$ cat config.mk
export PLATFORM = sky130hd
export DESIGN_NAME = id_scroll_ctrl
export DESIGN_NICKNAME = d
export VERILOG_FILES = /design/src/rtl/id_disp_pkg.sv /design/src/rtl/seg7_decode.sv /design/src/rtl/id_scroll_ctrl.sv
export SDC_FILE = /design/constraint.sdc
export NUM_CORES = 1
export LEC_CHECK = 0
export BUFFER_PORTS_ARGS = -buffer_cell sky130_fd_sc_hd__buf_2
export CAP_MARGIN = 20
export CORE_MARGIN = 2
export CORE_UTILIZATION = 45
export CTS_BUF_LIST = sky130_fd_sc_hd__clkbuf_2
export CTS_CLUSTER_DIAMETER = 40
export CTS_CLUSTER_SIZE = 12
export DETAILED_ROUTE_END_ITERATION = 12
export PLACE_DENSITY = 0.61
export SLEW_MARGIN = 10
export SYNTH_ARGS = -nofsm -noshare
export SYNTH_HDL_FRONTEND = slang
export SYNTH_SLANG_ARGS = --single-unit
$ cat constraint.sdc
create_clock -name clk100mhz -period 4.9 [get_ports clk100mhz]
set_input_delay 0.49 -clock clk100mhz [delete_from_list [all_inputs] [get_ports clk100mhz]]
set_output_delay 0.49 -clock clk100mhz [all_outputs]
set_load 0.05 [all_outputs]
$ cat src/rtl/id_disp_pkg.sv
// Shared encodings for the ID entry / scrolling display block.
// Latency: n/a (constants, types and a pure function only).
// Backpressure: n/a.
package id_disp_pkg;

   // Controller states; the encoding doubles as the externally visible mode code
   typedef enum logic [1:0] {
      ST_IDLE = 2'd0,
      ST_EDIT = 2'd1,
      ST_SHOW = 2'd2
   } state_t;

   localparam logic [1:0] MODE_IDLE = 2'd0;
   localparam logic [1:0] MODE_EDIT = 2'd1;
   localparam logic [1:0] MODE_SHOW = 2'd2;

   // The single key acted on in a cycle after priority resolution
   typedef enum logic [2:0] {
      KEY_NONE  = 3'd0,
      KEY_INPUT = 3'd1,
      KEY_ENTER = 3'd2,
      KEY_DISP  = 3'd3,
      KEY_WEI   = 3'd4,
      KEY_SHUZI = 3'd5
   } key_t;

   // Seven-segment patterns, active-high, bit order {dp,g,f,e,d,c,b,a}
   localparam logic [7:0] SEG_BLANK = 8'h00;
   localparam logic [7:0] SEG_DP    = 8'h80;
   localparam logic [7:0] SEG_0     = 8'h3F;
   localparam logic [7:0] SEG_1     = 8'h06;
   localparam logic [7:0] SEG_2     = 8'h5B;
   localparam logic [7:0] SEG_3     = 8'h4F;
   localparam logic [7:0] SEG_4     = 8'h66;
   localparam logic [7:0] SEG_5     = 8'h6D;
   localparam logic [7:0] SEG_6     = 8'h7D;
   localparam logic [7:0] SEG_7     = 8'h07;
   localparam logic [7:0] SEG_8     = 8'h7F;
   localparam logic [7:0] SEG_9     = 8'h6F;

   // Decimal digit to segment pattern; values above 9 render blank
   function automatic logic [7:0] digit_to_seg(input logic [3:0] value);
      logic [7:0] s;
      s = SEG_BLANK;
      case (value)
         4'd0: s = SEG_0;
         4'd1: s = SEG_1;
         4'd2: s = SEG_2;
         4'd3: s = SEG_3;
         4'd4: s = SEG_4;
         4'd5: s = SEG_5;
         4'd6: s = SEG_6;
         4'd7: s = SEG_7;
         4'd8: s = SEG_8;
         4'd9: s = SEG_9;
         default: s = SEG_BLANK;
      endcase
      return s;
   endfunction

endpackage

$ cat src/rtl/seg7_decode.sv
// Seven-segment decoder: digit value plus blank and dp flags to active-high segments.
// Latency: combinational.
// Backpressure: none.
module seg7_decode
   import id_disp_pkg::*;
(
   input  logic [3:0] value,
   input  logic       blank,
   input  logic       dp,
   output logic [7:0] seg
);

   // Pick the digit pattern (or blank) and overlay the decimal point
   always_comb begin
      seg = blank ? SEG_BLANK : digit_to_seg(value);
      if (dp) begin
         seg = seg | SEG_DP;
      end
   end

endmodule

$ cat src/rtl/id_scroll_ctrl.sv
// ID entry keypad controller with multiplexed seven-segment display (edit view and scrolling view).
// Latency: key effect visible in state after 1 cycle; pos/seg registered 1 cycle after scan index/state.
// Backpressure: none; at most one key pulse acts per cycle, the rest of that cycle's pulses are dropped.
module id_scroll_ctrl
   import id_disp_pkg::*;
#(
   parameter int ID_LEN          = 8,
   parameter int NUM_DIGITS      = 8,
   parameter int GAP             = 2,
   parameter int SCAN_DIV        = 131072,
   parameter int SCROLL_DIV      = 33333333,
   parameter int SEG_ACTIVE_HIGH = 1
)(
   input  logic                  clk100mhz,
   input  logic                  clr,
   input  logic                  key_input,
   input  logic                  key_wei,
   input  logic                  key_shuzi,
   input  logic                  key_enter,
   input  logic                  key_disp,
   output logic [NUM_DIGITS-1:0] pos,
   output logic [7:0]            seg,
   output logic [1:0]            mode,
   output logic                  id_valid
);

   localparam int CUR_W    = (ID_LEN > 1) ? $clog2(ID_LEN) : 1;
   localparam int IDX_W    = (NUM_DIGITS > 1) ? $clog2(NUM_DIGITS) : 1;
   localparam int RING_LEN = ID_LEN + GAP;
   localparam int OFF_W    = (RING_LEN > 1) ? $clog2(RING_LEN) : 1;
   localparam int SCAN_W   = (SCAN_DIV > 1) ? $clog2(SCAN_DIV) : 1;
   localparam int SCROLL_W = (SCROLL_DIV > 1) ? $clog2(SCROLL_DIV) : 1;

   // Segment value driven while blanked or in reset, in output polarity
   localparam logic [7:0] SEG_OFF = (SEG_ACTIVE_HIGH != 0) ? SEG_BLANK : ~SEG_BLANK;

   state_t               state_q;
   state_t               state_d;
   key_t                 key_sel;
   logic                 enter_show;

   logic [CUR_W-1:0]     cursor_q;
   logic [3:0]           edit_buf_q [ID_LEN];
   logic [3:0]           id_q       [ID_LEN];
   logic                 id_valid_q;

   logic [OFF_W-1:0]     offset_q;
   logic [SCROLL_W-1:0]  scroll_cnt_q;

   logic [SCAN_W-1:0]    scan_cnt_q;
   logic [IDX_W-1:0]     scan_idx_q;
   logic                 scan_run_q;

   int                   disp_base;
   int                   disp_idx;
   logic [3:0]           disp_val;
   logic                 disp_blank;
   logic                 disp_dp;
   logic [7:0]           seg_raw;

   // Resolve simultaneous key pulses down to the single highest-priority key
   always_comb begin
      key_sel = KEY_NONE;
      if (key_input) begin
         key_sel = KEY_INPUT;
      end else if (key_enter) begin
         key_sel = KEY_ENTER;
      end else if (key_disp) begin
         key_sel = KEY_DISP;
      end else if (key_wei) begin
         key_sel = KEY_WEI;
      end else if (key_shuzi) begin
         key_sel = KEY_SHUZI;
      end
   end

   // Next-state logic; enter_show flags the IDLE->SHOW transition for the scroll restart
   always_comb begin
      state_d    = state_q;
      enter_show = 1'b0;
      case (key_sel)
         KEY_INPUT: state_d = ST_EDIT;
         KEY_ENTER: begin
            if (state_q == ST_EDIT) begin
               state_d = ST_IDLE;
            end
         end
         KEY_DISP: begin
            if ((state_q == ST_IDLE) && id_valid_q) begin
               state_d    = ST_SHOW;
               enter_show = 1'b1;
            end else if (state_q == ST_SHOW) begin
               state_d = ST_IDLE;
            end
         end
         default: ;
      endcase
   end

   // State register
   always_ff @(posedge clk100mhz or posedge clr) begin
      if (clr) begin
         state_q <= ST_IDLE;
      end else begin
         state_q <= state_d;
      end
   end

   // Edit buffer, cursor and committed ID updates driven by the selected key
   always_ff @(posedge clk100mhz or posedge clr) begin
      if (clr) begin
         cursor_q   <= '0;
         id_valid_q <= 1'b0;
         for (int i = 0; i < ID_LEN; i++) begin
            edit_buf_q[i] <= 4'd0;
            id_q[i]       <= 4'd0;
         end
      end else begin
         case (key_sel)
            KEY_INPUT: begin
               cursor_q <= '0;
               for (int i = 0; i < ID_LEN; i++) begin
                  edit_buf_q[i] <= 4'd0;
               end
            end
            KEY_ENTER: begin
               if (state_q == ST_EDIT) begin
                  id_valid_q <= 1'b1;
                  for (int i = 0; i < ID_LEN; i++) begin
                     id_q[i] <= edit_buf_q[i];
                  end
               end
            end
            KEY_WEI: begin
               if (state_q == ST_EDIT) begin
                  cursor_q <= (cursor_q == CUR_W'(ID_LEN - 1)) ? '0 : cursor_q + CUR_W'(1);
               end
            end
            KEY_SHUZI: begin
               if (state_q == ST_EDIT) begin
                  edit_buf_q[cursor_q] <= (edit_buf_q[cursor_q] == 4'd9) ? 4'd0
                                                                        : edit_buf_q[cursor_q] + 4'd1;
               end
            end
            default: ;
         endcase
      end
   end

   // Scan prescaler and digit index; the first tick after reset only arms the
   // scanner so that position 0 is the first one shown
   always_ff @(posedge clk100mhz or posedge clr) begin
      if (clr) begin
         scan_cnt_q <= '0;
         scan_idx_q <= '0;
         scan_run_q <= 1'b0;
      end else if (scan_cnt_q == SCAN_W'(SCAN_DIV - 1)) begin
         scan_cnt_q <= '0;
         if (!scan_run_q) begin
            scan_run_q <= 1'b1;
         end else if (scan_idx_q == IDX_W'(NUM_DIGITS - 1)) begin
            scan_idx_q <= '0;
         end else begin
            scan_idx_q <= scan_idx_q + IDX_W'(1);
         end
      end else begin
         scan_cnt_q <= scan_cnt_q + SCAN_W'(1);
      end
   end

   // Scroll prescaler and ring offset; both restart whenever SHOW is entered
   always_ff @(posedge clk100mhz or posedge clr) begin
      if (clr) begin
         scroll_cnt_q <= '0;
         offset_q     <= '0;
      end else if (enter_show) begin
         scroll_cnt_q <= '0;
         offset_q     <= '0;
      end else if (state_q == ST_SHOW) begin
         if (scroll_cnt_q == SCROLL_W'(SCROLL_DIV - 1)) begin
            scroll_cnt_q <= '0;
            offset_q     <= (offset_q == OFF_W'(RING_LEN - 1)) ? '0 : offset_q + OFF_W'(1);
         end else begin
            scroll_cnt_q <= scroll_cnt_q + SCROLL_W'(1);
         end
      end
   end

   // Choose what the currently scanned position shows: edit page, scroll ring, or blank
   always_comb begin
      disp_base  = 0;
      disp_idx   = 0;
      disp_val   = 4'd0;
      disp_blank = 1'b1;
      disp_dp    = 1'b0;
      case (state_q)
         ST_EDIT: begin
            // The page holding the cursor is shown; NUM_DIGITS positions per page
            disp_base = (int'(cursor_q) / NUM_DIGITS) * NUM_DIGITS;
            disp_idx  = disp_base + int'(scan_idx_q);
            if (disp_idx < ID_LEN) begin
               disp_val   = edit_buf_q[CUR_W'(disp_idx)];
               disp_blank = 1'b0;
            end
            disp_dp = (disp_idx == int'(cursor_q));
         end
         ST_SHOW: begin
            // Ring is the committed ID followed by GAP blank entries
            disp_idx = (int'(offset_q) + int'(scan_idx_q)) % RING_LEN;
            if (disp_idx < ID_LEN) begin
               disp_val   = id_q[CUR_W'(disp_idx)];
               disp_blank = 1'b0;
            end
         end
         default: ;
      endcase
   end

   seg7_decode u_seg7_decode (
      .value (disp_val),
      .blank (disp_blank),
      .dp    (disp_dp),
      .seg   (seg_raw)
   );

   // Register digit enable and segments; held dark until the scanner is armed
   always_ff @(posedge clk100mhz or posedge clr) begin
      if (clr) begin
         pos <= '0;
         seg <= SEG_OFF;
      end else if (scan_run_q) begin
         pos <= NUM_DIGITS'(1) << scan_idx_q;
         seg <= (SEG_ACTIVE_HIGH != 0) ? seg_raw : ~seg_raw;
      end
   end

   // Mode code follows the controller state
   always_comb begin
      mode = MODE_IDLE;
      case (state_q)
         ST_EDIT: mode = MODE_EDIT;
         ST_SHOW: mode = MODE_SHOW;
         default: mode = MODE_IDLE;
      endcase
   end

   assign id_valid = id_valid_q;

endmodule

## Word-level counts from Yosys, hierarchy flattened

Memories as Yosys holds them, arrays and structs flattened.
Cells that the tools add are included.

| word-level totals | value |
|---|---|
| bits in registers | 136 |
| output and inout bits | 19 |
| memories | 1 |
| ROM bits | 112 |
| input port bits | 7 |

| operators by class | value |
|---|---|
| $lt $le $gt $ge | 6 |
| add/subtract/negate cells | 7 |
| mux-type cells | 48 |
| shift-type cells | 1 |
| bitwise operators | 3 |
| equal/unequal tests | 18 |
| div/mod/pow operators | 1 |
| reductions and logical operators | 14 |

Memories:

| name | words | bits a word | read ports | clocked after memory_dff | wr ports | line | source |
|---|---|---|---|---|---|---|---|
| (no name shown) | 16 | 7 | 1 | 0 | 0 | id_disp_pkg.sv:45 | `case (value)` |

Operators with widths:

| cell | number |
|---|---|
| two-way mux 25 bit | 3 |
| case mux 32 bit (2 select lines) | 1 |
| two-way mux 4 bit | 14 |
| binary-select mux 4 bit (select 3 bit) | 3 |
| bitwise mux 32 bit | 1 |
| less-than comparator 32 x 5 -> 1 bit, second input constant | 1 |
| modulo 32 x 5 -> 32 bit, second input constant | 1 |
| two-way mux 32 bit | 1 |
| adder 25 x 1 -> 25 bit, second input constant | 1 |
| equality test 25 bit, second input constant | 1 |
| two-way mux 3 bit | 8 |
| adder 17 x 1 -> 17 bit, second input constant | 1 |
| equality test 17 bit, second input constant | 1 |
| two-way mux 17 bit | 1 |
| two-way mux 8 bit | 2 |
| demux 4 bit (select 3 bit) | 1 |
| equality test 3 bit, second input constant | 4 |
| AND reduction 2 bit | 5 |
| adder 4 x 1 -> 4 bit, second input constant | 2 |
| equality test 4 bit, second input constant | 2 |
| greater-or-equal comparator 3 x 4 -> 1 bit, second input constant | 2 |
| case mux 4 bit (2 select lines) | 1 |
| nonzero test 2 bit | 4 |
| << shifter 1 x 3 -> 8 bit, first input constant | 1 |
| other kinds (24) | 36 |

## Longest topological paths before layout

An unclocked memory read counts as a cell.

| depth | value |
|---|---|
| word-level depth | 11 |
| mapped depth | 21 |

## By module

A second synthesis with hierarchy kept.

| unflattened totals | value |
|---|---|
| cells, all modules | 770 |
| area total of the unflattened synthesis | 7706.1 µm² |

By module, submodules not included:

| module | times used | area an instance (µm²) | seq. area each (µm²) | cells each |
|---|---|---|---|---|
| id_scroll_ctrl | 1 | 7465.9 | 3403.3 | 737 |
| seg7_decode | 1 | 240.2 | 0.0 | 33 |

## Worst setup path before layout

Ideal clock, no wire load.

| timing path | value |
|---|---|
| kind | reg-to-reg |
| start | register scan_idx_q[0] |
| end | register seg[0] |
| data arrival time | 3.985 ns |
| cell stages (with the launch flop) | 22 |
| buffers on the path | 2 |
| path slack | 0.784 ns |
| required time | 4.770 ns |
| path through | dfrtp_1 ha_1 fa_1 buf_6 and2_4 o21ai_0 and2_1 inv_1 ha_1 clkbuf_1 mux4_2 nand2_1 nand2_1 o21ai_0 nand2_1 a31o_1 nand2_1 ha_1 nor2b_1 a221oi_1 a31oi_1 o2bb2ai_1 |

| on the way | value |
|---|---|
| cells in the longest elaborated chain, start to end | 11 |
| elaborated cells between the ends (all ways) | 21 |
| those cells by class | 1 x add/sub; 1 x div; 2 x order compare; 14 x mux; 2 x bitwise; 1 x memory |

Ends and longest elaborated chain:

| element | line | source |
|---|---|---|
| start, declared | id_scroll_ctrl.sv:51 | `logic [IDX_W-1:0] scan_idx_q;` |
| start signal, assigned | id_scroll_ctrl.sv:164 | `scan_idx_q <= scan_idx_q + IDX_W'(1);` |
| branches (longest 9 deep; another with modulo 32 x 5 -> 32 bit) | n/a |  |
| two-way mux 8 bit (*) | seg7_decode.sv:15 | `seg = blank ? SEG_BLANK : digit_to_seg(value);` |
| two-way mux 8 bit (*) | seg7_decode.sv:16 | `if (dp) begin` |
| end signal, assigned | id_scroll_ctrl.sv:233 | `seg <= (SEG_ACTIVE_HIGH != 0) ? seg_raw : ~seg_raw;` |
| end, declared | id_scroll_ctrl.sv:22 | `output logic [7:0] seg,` |

Mark *: on every way between the ends. The select of a mux whose other input is x is not followed.
A chain may end at the register's enable or synchronous reset.

## Worst setup path in the final report

| timing path | value |
|---|---|
| start | register offset_q[0] |
| end | register seg[0] |

| on the way | value |
|---|---|
| cells in the longest elaborated chain, start to end | 11 |
| elaborated cells between the ends (all ways) | 14 |
| those cells by class | 1 x add/sub; 1 x div; 1 x order compare; 9 x mux; 1 x bitwise; 1 x memory |

Ends and longest elaborated chain:

| element | line | source |
|---|---|---|
| start, declared | id_scroll_ctrl.sv:47 | `logic [OFF_W-1:0] offset_q;` |
| start signal, assigned | id_scroll_ctrl.sv:182 | `offset_q <= (offset_q == OFF_W'(RING_LEN - 1)) ? '0 : offset_q + OFF_W'(1);` |
| adder 4 x 3 -> 5 bit (*) | id_scroll_ctrl.sv:209 | `disp_idx = (int'(offset_q) + int'(scan_idx_q)) % RING_LEN;` |
| modulo 32 x 5 -> 32 bit (*) | id_scroll_ctrl.sv:209 |  |
| branches (longest 7 deep; another with less-than comparator 32 x 5 -> 1 bit) | n/a |  |
| two-way mux 8 bit (*) | seg7_decode.sv:15 |  |
| two-way mux 8 bit (*) | seg7_decode.sv:16 |  |

Marked as above.

==> metrics list <==
* Summed negative setup slack over all endpoints: 0 ns
- Area growth, synth to finish: 6.95%
- Slew Limit Fails: 0
* Worst clock skew: 0.0443 ns
- The worst setup path is of the flop to flop kind.
- Dominant cell type by count on the critical path: sky130_fd_sc_hd__ha_1
* Clock transition time at the flip-flop clock pins of the worst setup and hold paths: approximately 0.22 ns
- The detailed router finished its first iteration with 594 violations.
- The smallest clock period supported by the final layout is computed as 4.47 ns.
- Insertion delay of the later-clocked pin in the worst-skew pair: ~0.74 ns
- Number of core rows: 49
- The largest single stage delay on the critical path is 0.47 ns.
- TritonCTS created 17 clock buffers.
* Most common library cell in the layout ignoring fill and taps: sky130_fd_sc_hd__dfrtp_1
- In this run the worst hold path is classified as input pin to flop.
- The total area inside the core boundary comes to 17800 um^2.
- Family with the most delay on the worst path: compound AO/OA/AOI/OAI gates
* Number of endpoints failing setup at the final stage: 0
- The congestion estimate from routability-driven global placement came to 0.918.
- Die area: 19100 um^2
* Depth of the CTS H-tree: 4
* Cells along the critical path: ha_1 > fa_2 > and2_4 > o21ai_0 > and2_1 > inv_1 > ha_1 > a211o_1 > a21oi_1 > o2111ai_1 > nand3_2 > a41o_1 > inv_1 > ha_1 > and2_1 > a221oi_1 > a31oi_1 > o2bb2ai_1
* Total leakage power: between 0.003 and 0.004 uW
- Wire length of the first global-routing pass: 31900 um
* Fmax: 0.224 GHz
- Of the available clock period, the critical path in the final layout requires 91.2%.
- The worst setup path is launched from a flop.
- Vias in the first global route: 6089
* Critical-path cell with the highest stage delay: sky130_fd_sc_hd__dfrtp_1
- GRT Overall Usage: 20.7%
- In the layout the commonest cells are 136 x sky130_fd_sc_hd__dfrtp_1, 71 x sky130_fd_sc_hd__nand2_1, 61 x sky130_fd_sc_hd__o21ai_0.
- Data on the critical path is required at its endpoint by between 5 and 6 ns.
- Die width: 138 um
- In this run the worst path has a maximum fanout of 12.
* Unique masters post-synth: 81
- The first TritonRoute pass finished after 7 iterations.
* Endpoint kind of the worst setup timing path: flop
- Sequential elements use 42.0% of the synthesized area.
- Setup repair after global routing left no endpoint under its margin.
- Among all flip-flop cells after synthesis, the most frequent one is sky130_fd_sc_hd__dfrtp_1.
- Setup slack on the worst reg-to-reg path comes out at 0.43 ns.
- Entering global routing, the biggest net connects 88 pins.
- Data arrival at the endpoint of the critical path: 5.16 ns
- Initial standard-cell utilization of the core: between 40% and 50%
* Post-synthesis register bit count: 136
- Detailed-placement wirelength estimate: 13900 um
- Measured along the y axis, the die boundary spans 138 um.
- Post-synthesis net count: 818
- Ports: 26
* Transition time at the pin with the least slew margin: a little under 1 ns
* Worst slew margin relative to its limit: 34.4%
- Post-synthesis cell count: roughly 800
- TritonCTS built the clock tree.
- The run finished with clean final reports.
* Power per standard cell area: 237 nW/um^2
- Setup WS pre-CTS: 0.325 ns
- The worst-case IR drop observed on VDD is 0.132 mV.
- Global routing finished with a remaining overflow of 0.
* Routed via count divided by cell count: 6.07
- The final route contains 6278 vias.
- The detail route stage leaves a number of antenna-violating nets equal to 0.
- The Yosys step of the flow raised 0 warnings.
- Antenna violations before repair: 1
* MaxCap Viol Count: 0
- Input and output buffers added on the ports amount to 25.
- Layout cell share with drive strength beyond 1: about a fifth
- In the synthesized netlist the async set-or-reset flop fraction comes to 100%.
* Post-Synthesis Cell Area: 8100 um^2
- Number of nets in the finished design: 832
- Counting flops with a built-in enable in the synthesized netlist gives 0.
- Number of fill cells: 1662
- Number of hold violations in the final report: 0
- After layout, the worst setup slack is 0.431 ns.
* Final wirelength: 19500 um
- Remaining routing DRC violations: 0
- After detailed routing, the average wire length per cell comes to 18.9 um.
* Buffers from clock root to sink, at most: 2
- Once layout is complete, the utilization of the core stands at 48.6%.
- Number of clock sinks seen by CTS: 136
- After clock tree synthesis, the setup repair step added 0 buffers.
- In this run the clock root is driven by a sky130_fd_sc_hd__clkbuf_2.
* Critical path buffer and inverter count: 2
- Average footprint of a synthesized cell: 10.4 um^2
[through the flow]
step                power (uW)  hold slack [ns]  instances  area (um^2)
global route              2150           0.0319       1035         8670
finish                    2060           0.0759       1035         8670
global placement          1360            0.437       1002         8400
CTS                       2080          0.00827       1034         8660
floorplan                 1320            0.425        779         8100
detailed placement        1370            0.457       1002         8400
[synth_stat cells (12+ instances only)]
cell | count | area, um^2
sky130_fd_sc_hd__dfrtp_1 | 136 | 3400
sky130_fd_sc_hd__nand2_1 | 71 | 267
sky130_fd_sc_hd__o21ai_0 | 61 | 305
sky130_fd_sc_hd__nor2_1 | 49 | 184
sky130_fd_sc_hd__mux2_2 | 35 | 394
sky130_fd_sc_hd__ha_1 | 31 | 388
sky130_fd_sc_hd__clkbuf_1 | 27 | 101
sky130_fd_sc_hd__inv_1 | 26 | 97.6
sky130_fd_sc_hd__mux4_2 | 24 | 541
sky130_fd_sc_hd__nand3_1 | 24 | 120
sky130_fd_sc_hd__a22o_1 | 21 | 184
sky130_fd_sc_hd__xor2_1 | 17 | 149
sky130_fd_sc_hd__nor2b_1 | 16 | 100
sky130_fd_sc_hd__and3_1 | 15 | 93.8
sky130_fd_sc_hd__nand4_1 | 14 | 87.6
sky130_fd_sc_hd__xnor2_1 | 13 | 114
sky130_fd_sc_hd__a21oi_1 | 12 | 60.1
sky130_fd_sc_hd__buf_2 | 12 | 60.1
[layer usage]
metal	vias to the layer above	GRT usage (%)	wire length, um
met2	201	32.3	8990
met1	3154	28.9	9110
met4	0	6.18	401
met5	-	0	0
met3	36	4.88	1020
li1	2887	-	-
[flip-flops by register name (all words and copies together) (netlist names)]
name	count
scan_cnt_q	17
cursor_q	3
offset_q	4
edit_buf_q	32
scan_run_q	1
id_valid	1
state_q	2
pos	8
scroll_cnt_q	25
seg	8
scan_idx_q	3
id_q	32
[worst min-delay path: cells and delay by family]
family | cells | cell delay [ns]
and+or+nand+nor | 2 | 0.22
buffers and inverters | 1 | 0.11
[final cells by class]
| class | count | area (um^2) | area share (%) |
|---|---|---|---|
| antenna | 1 | 2.50 | 0.0289 |
| timing repair buffer | 39 | 233 | 2.69 |
| tap | 229 | 287 | 3.31 |
| multi-input combinational | 570 | 4380 | 50.6 |
| clock buffer | 18 | 90.1 | 1.04 |
| inverter | 29 | 114 | 1.31 |
| clock inverter | 13 | 155 | 1.79 |
| sequential | 136 | 3400 | 39.3 |
[where the power goes]
part	switching [uW]	internal (uW)
registers	14.3	1130
logic	134	68.7
clock network	425	281
[logic make-up (layout without fill, tap and decap cells)]
kind of cell / Yosys count / after routing / synth area share [%]
simple gates: 258 / 258 / 16.5
buf+inv: 73 / 99 / 3.98
compound gates: 181 / 181 / 16.2
mux: 67 / 67 / 12.5
other cells: 0 / 1 / 0
fa+ha+maj: 33 / 33 / 5.17
xor+xnor: 31 / 31 / 3.58
flops: 136 / 136 / 42.0
[what timing repair did]
item | CTS | global route
endpoints found under the hold margin | 86 | 0
setup endpoints to repair | 0 | 1
gates resized for setup | 0 | 2
hold buffers | 1 | 0
[worst paths after layout]
kind                       cells after the start                      endpoint                    start
min reg2reg                                    1       scan_cnt_q[0]$_DFF_PP0_  scan_cnt_q[0]$_DFF_PP0_
min                                            3        state_q[1]$_DFFE_PP0P_                 key_disp
max in group asynchronous                      4           id_q[5]$_DFFE_PP0P_                      clr
max reg2reg                                   18            seg[0]$_DFFE_PP0P_  offset_q[0]$_DFFE_PP0P_
min in group asynchronous                      3  scroll_cnt_q[21]$_DFFE_PP0P_                      clr
max                                           18            seg[0]$_DFFE_PP0P_  offset_q[0]$_DFFE_PP0P_
(Power assumes the default switching activity.)
